$ cat config.mk
export PLATFORM = sky130hd
export DESIGN_NAME = tcm_lsu
export DESIGN_NICKNAME = d
export VERILOG_FILES = /design/src/rtl/tcm_lsu_pkg.sv /design/src/rtl/tcm_lsu_load_fmt.sv /design/src/rtl/tcm_lsu.sv
export SDC_FILE = /design/constraint.sdc
export NUM_CORES = 1
export LEC_CHECK = 0
export ABC_AREA = 1
export CORE_ASPECT_RATIO = 1.25
export CORE_MARGIN = 2
export CORE_UTILIZATION = 40
export DETAILED_ROUTE_END_ITERATION = 7
export GPL_TIMING_DRIVEN = 0
export PLACE_DENSITY = 0.92
export SLEW_MARGIN = 20
export SYNTH_ARGS = -nofsm -noshare
export SYNTH_HDL_FRONTEND = slang
export SYNTH_SLANG_ARGS = --single-unit
export TNS_END_PERCENT = 5
$ cat constraint.sdc
create_clock -name clk_i -period 2.3 [get_ports clk_i]
set_input_delay 0.46 -clock clk_i [delete_from_list [all_inputs] [get_ports clk_i]]
set_output_delay 0.46 -clock clk_i [all_outputs]
set_load 0.005 [all_outputs]
$ cat src/rtl/tcm_lsu_pkg.sv
// Shared encodings for the TCM load/store unit.
// Request sizes, one-hot TCM sizes and FSM states.
package tcm_lsu_pkg;

    localparam logic [1:0] SIZE_B = 2'b00;
    localparam logic [1:0] SIZE_H = 2'b01;
    localparam logic [1:0] SIZE_W = 2'b10;

    localparam logic [2:0] MSIZE_NONE = 3'b000;
    localparam logic [2:0] MSIZE_B    = 3'b001;
    localparam logic [2:0] MSIZE_H    = 3'b010;
    localparam logic [2:0] MSIZE_W    = 3'b100;

    localparam logic [31:0] ZERO_WORD = 32'h0000_0000;

    typedef enum logic [1:0] {
        ST_IDLE    = 2'd0,
        ST_LD_WAIT = 2'd1,
        ST_RESP    = 2'd2
    } state_t;

    function automatic logic addr_err(
        input logic [1:0] size,
        input logic [1:0] off
    );
        logic e;
        e = 1'b0;
        case (size)
            SIZE_B:  e = 1'b0;
            SIZE_H:  e = off[0];
            SIZE_W:  e = (off != 2'b00);
            default: e = 1'b1;
        endcase
        return e;
    endfunction

endpackage

$ cat src/rtl/tcm_lsu_load_fmt.sv
// Load data formatter: moves the addressed lane down to bit 0
// and sign- or zero-extends it to a full word.
module tcm_lsu_load_fmt
    import tcm_lsu_pkg::*;
(
    input  logic [31:0] i_rdata,
    input  logic [1:0]  i_off,
    input  logic [1:0]  i_size,
    input  logic        i_unsigned,
    output logic [31:0] o_data
);

    logic [31:0] w_sh;
    logic        w_s;

    assign w_sh = i_rdata >> {i_off, 3'b000};
    assign w_s  = ~i_unsigned;

    always_comb begin
        o_data = w_sh;
        case (i_size)
            SIZE_B:  o_data = {{24{w_s & w_sh[7]}}, w_sh[7:0]};
            SIZE_H:  o_data = {{16{w_s & w_sh[15]}}, w_sh[15:0]};
            default: o_data = w_sh;
        endcase
    end

endmodule

$ cat src/rtl/tcm_lsu.sv
// Load/store unit between the memory stage and TCM port 1.
// One request in flight; loads take the registered TCM read word.
module tcm_lsu
    import tcm_lsu_pkg::*;
#(
    parameter int ADDR_W = 32,
    parameter int DATA_W = 32,
    parameter int TAG_W  = 5
) (
    input  logic              clk_i,
    input  logic              rst_n_i,
    input  logic              req_valid_i,
    output logic              req_ready_o,
    input  logic [ADDR_W-1:0] req_addr_i,
    input  logic              req_we_i,
    input  logic [1:0]        req_size_i,
    input  logic              req_unsigned_i,
    input  logic [DATA_W-1:0] req_wdata_i,
    input  logic [TAG_W-1:0]  req_tag_i,
    output logic              rsp_valid_o,
    input  logic              rsp_ready_i,
    output logic [DATA_W-1:0] rsp_rdata_o,
    output logic [TAG_W-1:0]  rsp_tag_o,
    output logic              rsp_err_o,
    output logic [ADDR_W-1:0] mem_addr_o,
    output logic              mem_rd_o,
    output logic              mem_we_o,
    output logic [2:0]        mem_size_o,
    output logic [DATA_W-1:0] mem_wdata_o,
    input  logic [DATA_W-1:0] mem_rdata_i
);

    state_t r_state;
    state_t w_state_nxt;

    logic              r_rsp_valid;
    logic [DATA_W-1:0] r_rsp_rdata;
    logic [TAG_W-1:0]  r_rsp_tag;
    logic              r_rsp_err;
    logic              r_unsigned;
    logic [1:0]        r_off;
    logic [1:0]        r_size;

    logic              w_idle;
    logic              w_accept;
    logic              w_err;
    logic              w_rsp_fire;
    logic [DATA_W-1:0] w_fmt;

    assign w_idle     = (r_state == ST_IDLE) & rst_n_i;
    assign w_accept   = w_idle & req_valid_i;
    assign w_err      = addr_err(req_size_i, req_addr_i[1:0]);
    assign w_rsp_fire = r_rsp_valid & rsp_ready_i;

    assign req_ready_o = w_idle;
    assign mem_addr_o  = req_addr_i;
    assign mem_wdata_o = req_wdata_i << {req_addr_i[1:0], 3'b000};
    assign mem_rd_o    = w_accept & ~req_we_i & ~w_err;
    assign mem_we_o    = w_accept & req_we_i & ~w_err;

    always_comb begin
        mem_size_o = MSIZE_NONE;
        case (req_size_i)
            SIZE_B:  mem_size_o = MSIZE_B;
            SIZE_H:  mem_size_o = MSIZE_H;
            SIZE_W:  mem_size_o = MSIZE_W;
            default: mem_size_o = MSIZE_NONE;
        endcase
    end

    tcm_lsu_load_fmt u_fmt (
        .i_rdata    (mem_rdata_i),
        .i_off      (r_off),
        .i_size     (r_size),
        .i_unsigned (r_unsigned),
        .o_data     (w_fmt)
    );

    always_comb begin
        w_state_nxt = r_state;
        case (r_state)
            ST_IDLE: begin
                if (w_accept) begin
                    if (req_we_i | w_err) begin
                        w_state_nxt = ST_RESP;
                    end else begin
                        w_state_nxt = ST_LD_WAIT;
                    end
                end
            end
            ST_LD_WAIT: w_state_nxt = ST_RESP;
            ST_RESP: begin
                if (w_rsp_fire) begin
                    w_state_nxt = ST_IDLE;
                end
            end
            default: w_state_nxt = ST_IDLE;
        endcase
    end

    always_ff @(posedge clk_i or negedge rst_n_i) begin
        if (!rst_n_i) begin
            r_state     <= ST_IDLE;
            r_rsp_valid <= 1'b0;
            r_rsp_rdata <= ZERO_WORD;
            r_rsp_tag   <= '0;
            r_rsp_err   <= 1'b0;
            r_unsigned  <= 1'b0;
            r_off       <= 2'b00;
            r_size      <= SIZE_B;
        end else begin
            r_state <= w_state_nxt;
            if (w_accept) begin
                r_rsp_tag  <= req_tag_i;
                r_unsigned <= req_unsigned_i;
                r_off      <= req_addr_i[1:0];
                r_size     <= req_size_i;
                if (req_we_i | w_err) begin
                    r_rsp_valid <= 1'b1;
                    r_rsp_rdata <= ZERO_WORD;
                    r_rsp_err   <= w_err;
                end
            end
            // TCM read word is valid exactly one cycle after rd
            if (r_state == ST_LD_WAIT) begin
                r_rsp_valid <= 1'b1;
                r_rsp_rdata <= w_fmt;
                r_rsp_err   <= 1'b0;
            end
            if (w_rsp_fire) begin
                r_rsp_valid <= 1'b0;
            end
        end
    end

    assign rsp_valid_o = r_rsp_valid;
    assign rsp_rdata_o = r_rsp_rdata;
    assign rsp_tag_o   = r_rsp_tag;
    assign rsp_err_o   = r_rsp_err;

endmodule

==> metrics.csv <==
stage;metric;value;unit
timing;skew;0.01210;ns
critical_path;rr_worst_depth;8;
final_layout;layout_commonest_cell;nand2_1;
status;run_status;complete, no violations;
floorplan;dieWidth;86.56;um
routing;dr.first_iter.drc_count;253;
final_layout;final_util;0.6831;
cts;h-tree-depth;2;
floorplan;rows;37;
placement;place_hpwl;10680;um
final_layout;multi_input_area;1707;um^2
power_and_ir_drop;p_leak;2.859;nW
power_and_ir_drop;power.density;820.4;nW/um^2
floorplan;core_area;8240;um^2
yosys;synth_area;3408;um^2
critical_path;cp.arrival;1.84;ns
placement;globalplace.congestion;0.8804;
grt;grt-ovfl-total;0;
timing;relSlewSlack;0.6651;
critical_path;crit_path_end_kind;output port;
grt;grt_max_degree;19;
grt;grt_pass1_wl;20720;um
timing;setup_viol_count_final;0;
yosys;ys_ff_latch;46;
cts;root_buffer;clkbuf_8;
timing;hold_violations;0;
power_and_ir_drop;total_power;4.618;mW
cts;cts_num_sinks;46;
floorplan;die_area;9280;um^2
final_layout;drive_above_1_share;0.1261;
cts;cts_buffers;5;
routing;first_pass_iters;5;
final_layout;final_area;5629;um^2
timing;finalCritPeriodShare;0.9995;
critical_path;cp_max_fo;3;
final_layout;seq_area;1151;um^2
cts;clk_path_buf_depth;2;
power_and_ir_drop;ir_drop;0.3859;mV
critical_path;crit_path_start_kind;primary input;
routing;drc;0;
yosys;syn_nets;617;
yosys;avgSynthCellArea;6.709;um^2
final_layout;final_nets;814;
yosys;synth_cell_types;26;
yosys;synthArstFlopShare;1.000;
routing;routed_wl;13380;um
grt;antenna_found_initial;0;
yosys;synth-seq-area-share;0.3377;
yosys;syn_inst;508;
min_path;hold_class;primary input to asynchronous set/reset pin;
cts;clkLatencyLatePin;0.31;ns
floorplan;start_util;0.4136;
grt;grt_usage;0.2837;
final_layout;fillers;708;
grt;grt_pass1_vias;4358;
routing;ant_nets;0;
floorplan;die_y;107.2;um
final_layout;antenna_cells;0;
yosys;yosys_warnings;0;
critical_path;crit_type;primary input to output port;
critical_path;required;1.84;ns
routing;routedWlPerCell;16.66;um
timing;period_needed;2.299;ns
yosys;synthFlopType;dfrtp_1;
final_layout;area_growth;65.16;%
timing;slew_violations;0;
job;maxCapViolCount;0;
routing;vias;4248;
floorplan;io-pin-count;218;
timing;rsz0062_at_grt;true;
timing;worstMarginPinSlew;0.5023;ns
yosys;synth_edf_count;0;
placement;placed_area;5396;um^2
placement;portBuffers;185;
timing;max_freq;435.0;MHz
routing;viasPerCell;5.290;
final_layout;most-common-layout-cells;nand2_1 (179), clkdlybuf4s50_1 (164), nand3_1 (62), dfrtp_1 (46), nor2_1 (39);
cts;cts_tree;done;
cts;clk_pin_slew;0.09;ns
-- Yosys cell counts, types with 5 or more instances --
master | instances | area (um^2)
inv_1 | 18 | 67.56
buf_6 | 8 | 90.09
clkbuf_1 | 10 | 37.54
nand3_1 | 62 | 310.3
nand2_1 | 179 | 671.9
o21ai_0 | 19 | 95.09
buf_4 | 34 | 255.2
a21oi_1 | 38 | 190.2
nor2_1 | 39 | 146.4
dfrtp_1 | 46 | 1151
inv_2 | 6 | 22.52
a22oi_1 | 8 | 60.06
o21ai_1 | 5 | 25.02
o32ai_1 | 6 | 52.55
buf_2 | 13 | 65.06
-- logic make-up after synthesis --
group	Yosys count	synth area share
DFF	46	0.3377
buffers and inverters	92	0.1626
and+or+nand+nor	292	0.3719
AOI/OAI and AO/OA	78	0.1278
-- worst max-delay path, stage by stage --
cell	delay [ns]
clkdlybuf4s50_1	0.49
inv_1	0.07
nand2_1	0.05
o21ai_0	0.10
nor2_1	0.13
clkdlybuf4s50_1	0.52
-- power breakdown --
part	switching, mW	leakage (nW)	internal, mW
combinational	1.39	2.17	1.24
sequential	0.172	0.615	1.07
clock	0.279	0.0714	0.463
total	1.84	2.86	2.78
-- path summary, 6_finish.rpt --
| check | start | slack, ns | end |
|---|---|---|---|
| min in group clk_i | rsp_tag_o[2] | 0.48 | rsp_tag_o[2] |
| setup reg to reg | r_state[1] | 0.77 | rsp_rdata_o[20] |
| setup / recovery | req_wdata_i[2] | 0.001 | mem_wdata_o[10] |
| hold / removal | rst_n_i | 0.12 | rsp_tag_o[0] |
| max in group asynchronous | rst_n_i | 1.28 | rsp_rdata_o[8] |
| hold reg to reg | rsp_tag_o[2] | 0.48 | rsp_tag_o[2] |
-- flip-flops by register name, indices dropped and copies added (netlist names) --
register,count
r_unsigned,1
r_off,2
rsp_tag_o,5
r_size,2
rsp_valid_o,1
rsp_rdata_o,32
r_state,2
rsp_err_o,1
-- layer usage --
layer / part of all wire / GRT usage / up-vias
met5: 0 / 0 / -
met4: 0.050 / 0.1272 / 0
met2: 0.51 / 0.5192 / 237
met1: 0.37 / 0.3090 / 1961
met3: 0.075 / 0.05774 / 42
li1: - / - / 2008
-- through the flow --
| step | cells | hold slack (ns) | setup slack (ns) | TNS (ns) |
|---|---|---|---|---|
| global placement | 790 | 0.4592 | -2.080 | -81.53 |
| detailed placement | 791 | 0.3691 | -0.5328 | -1.719 |
| floorplan | 508 | 0.1644 | 0.6451 | 0 |
| finish | 803 | 0.1208 | 0.001037 | 0 |
| CTS | 801 | 0.008823 | -0.03731 | -0.04539 |
| global route | 803 | 0.1160 | -0.06142 | -0.1307 |
-- what timing repair did --
| action | in CTS | in global routing |
|---|---|---|
| endpoints found under the setup margin | 19 | 13 |
| pin swaps | 1 | 1 |
| gates cloned | 1 | 0 |
| endpoints found under the hold margin | 0 | 10 |
| resized for setup | 16 | 16 |
| hold buffers | 0 | 2 |
| setup buffers | 1 | 0 |
-- cell type report --
| cell class | instances | share of cell area |
|---|---|---|
| timing repair buffer | 190 | 0.3443 |
| multi-input combinational | 370 | 0.3032 |
| sequential | 46 | 0.2045 |
| buffer | 66 | 0.08202 |
| tap | 97 | 0.02156 |
| inverter | 26 | 0.01912 |
| clock buffer | 6 | 0.01467 |
| clock inverter | 2 | 0.01067 |
Note: power is estimated with default switching activity, not from simulation.
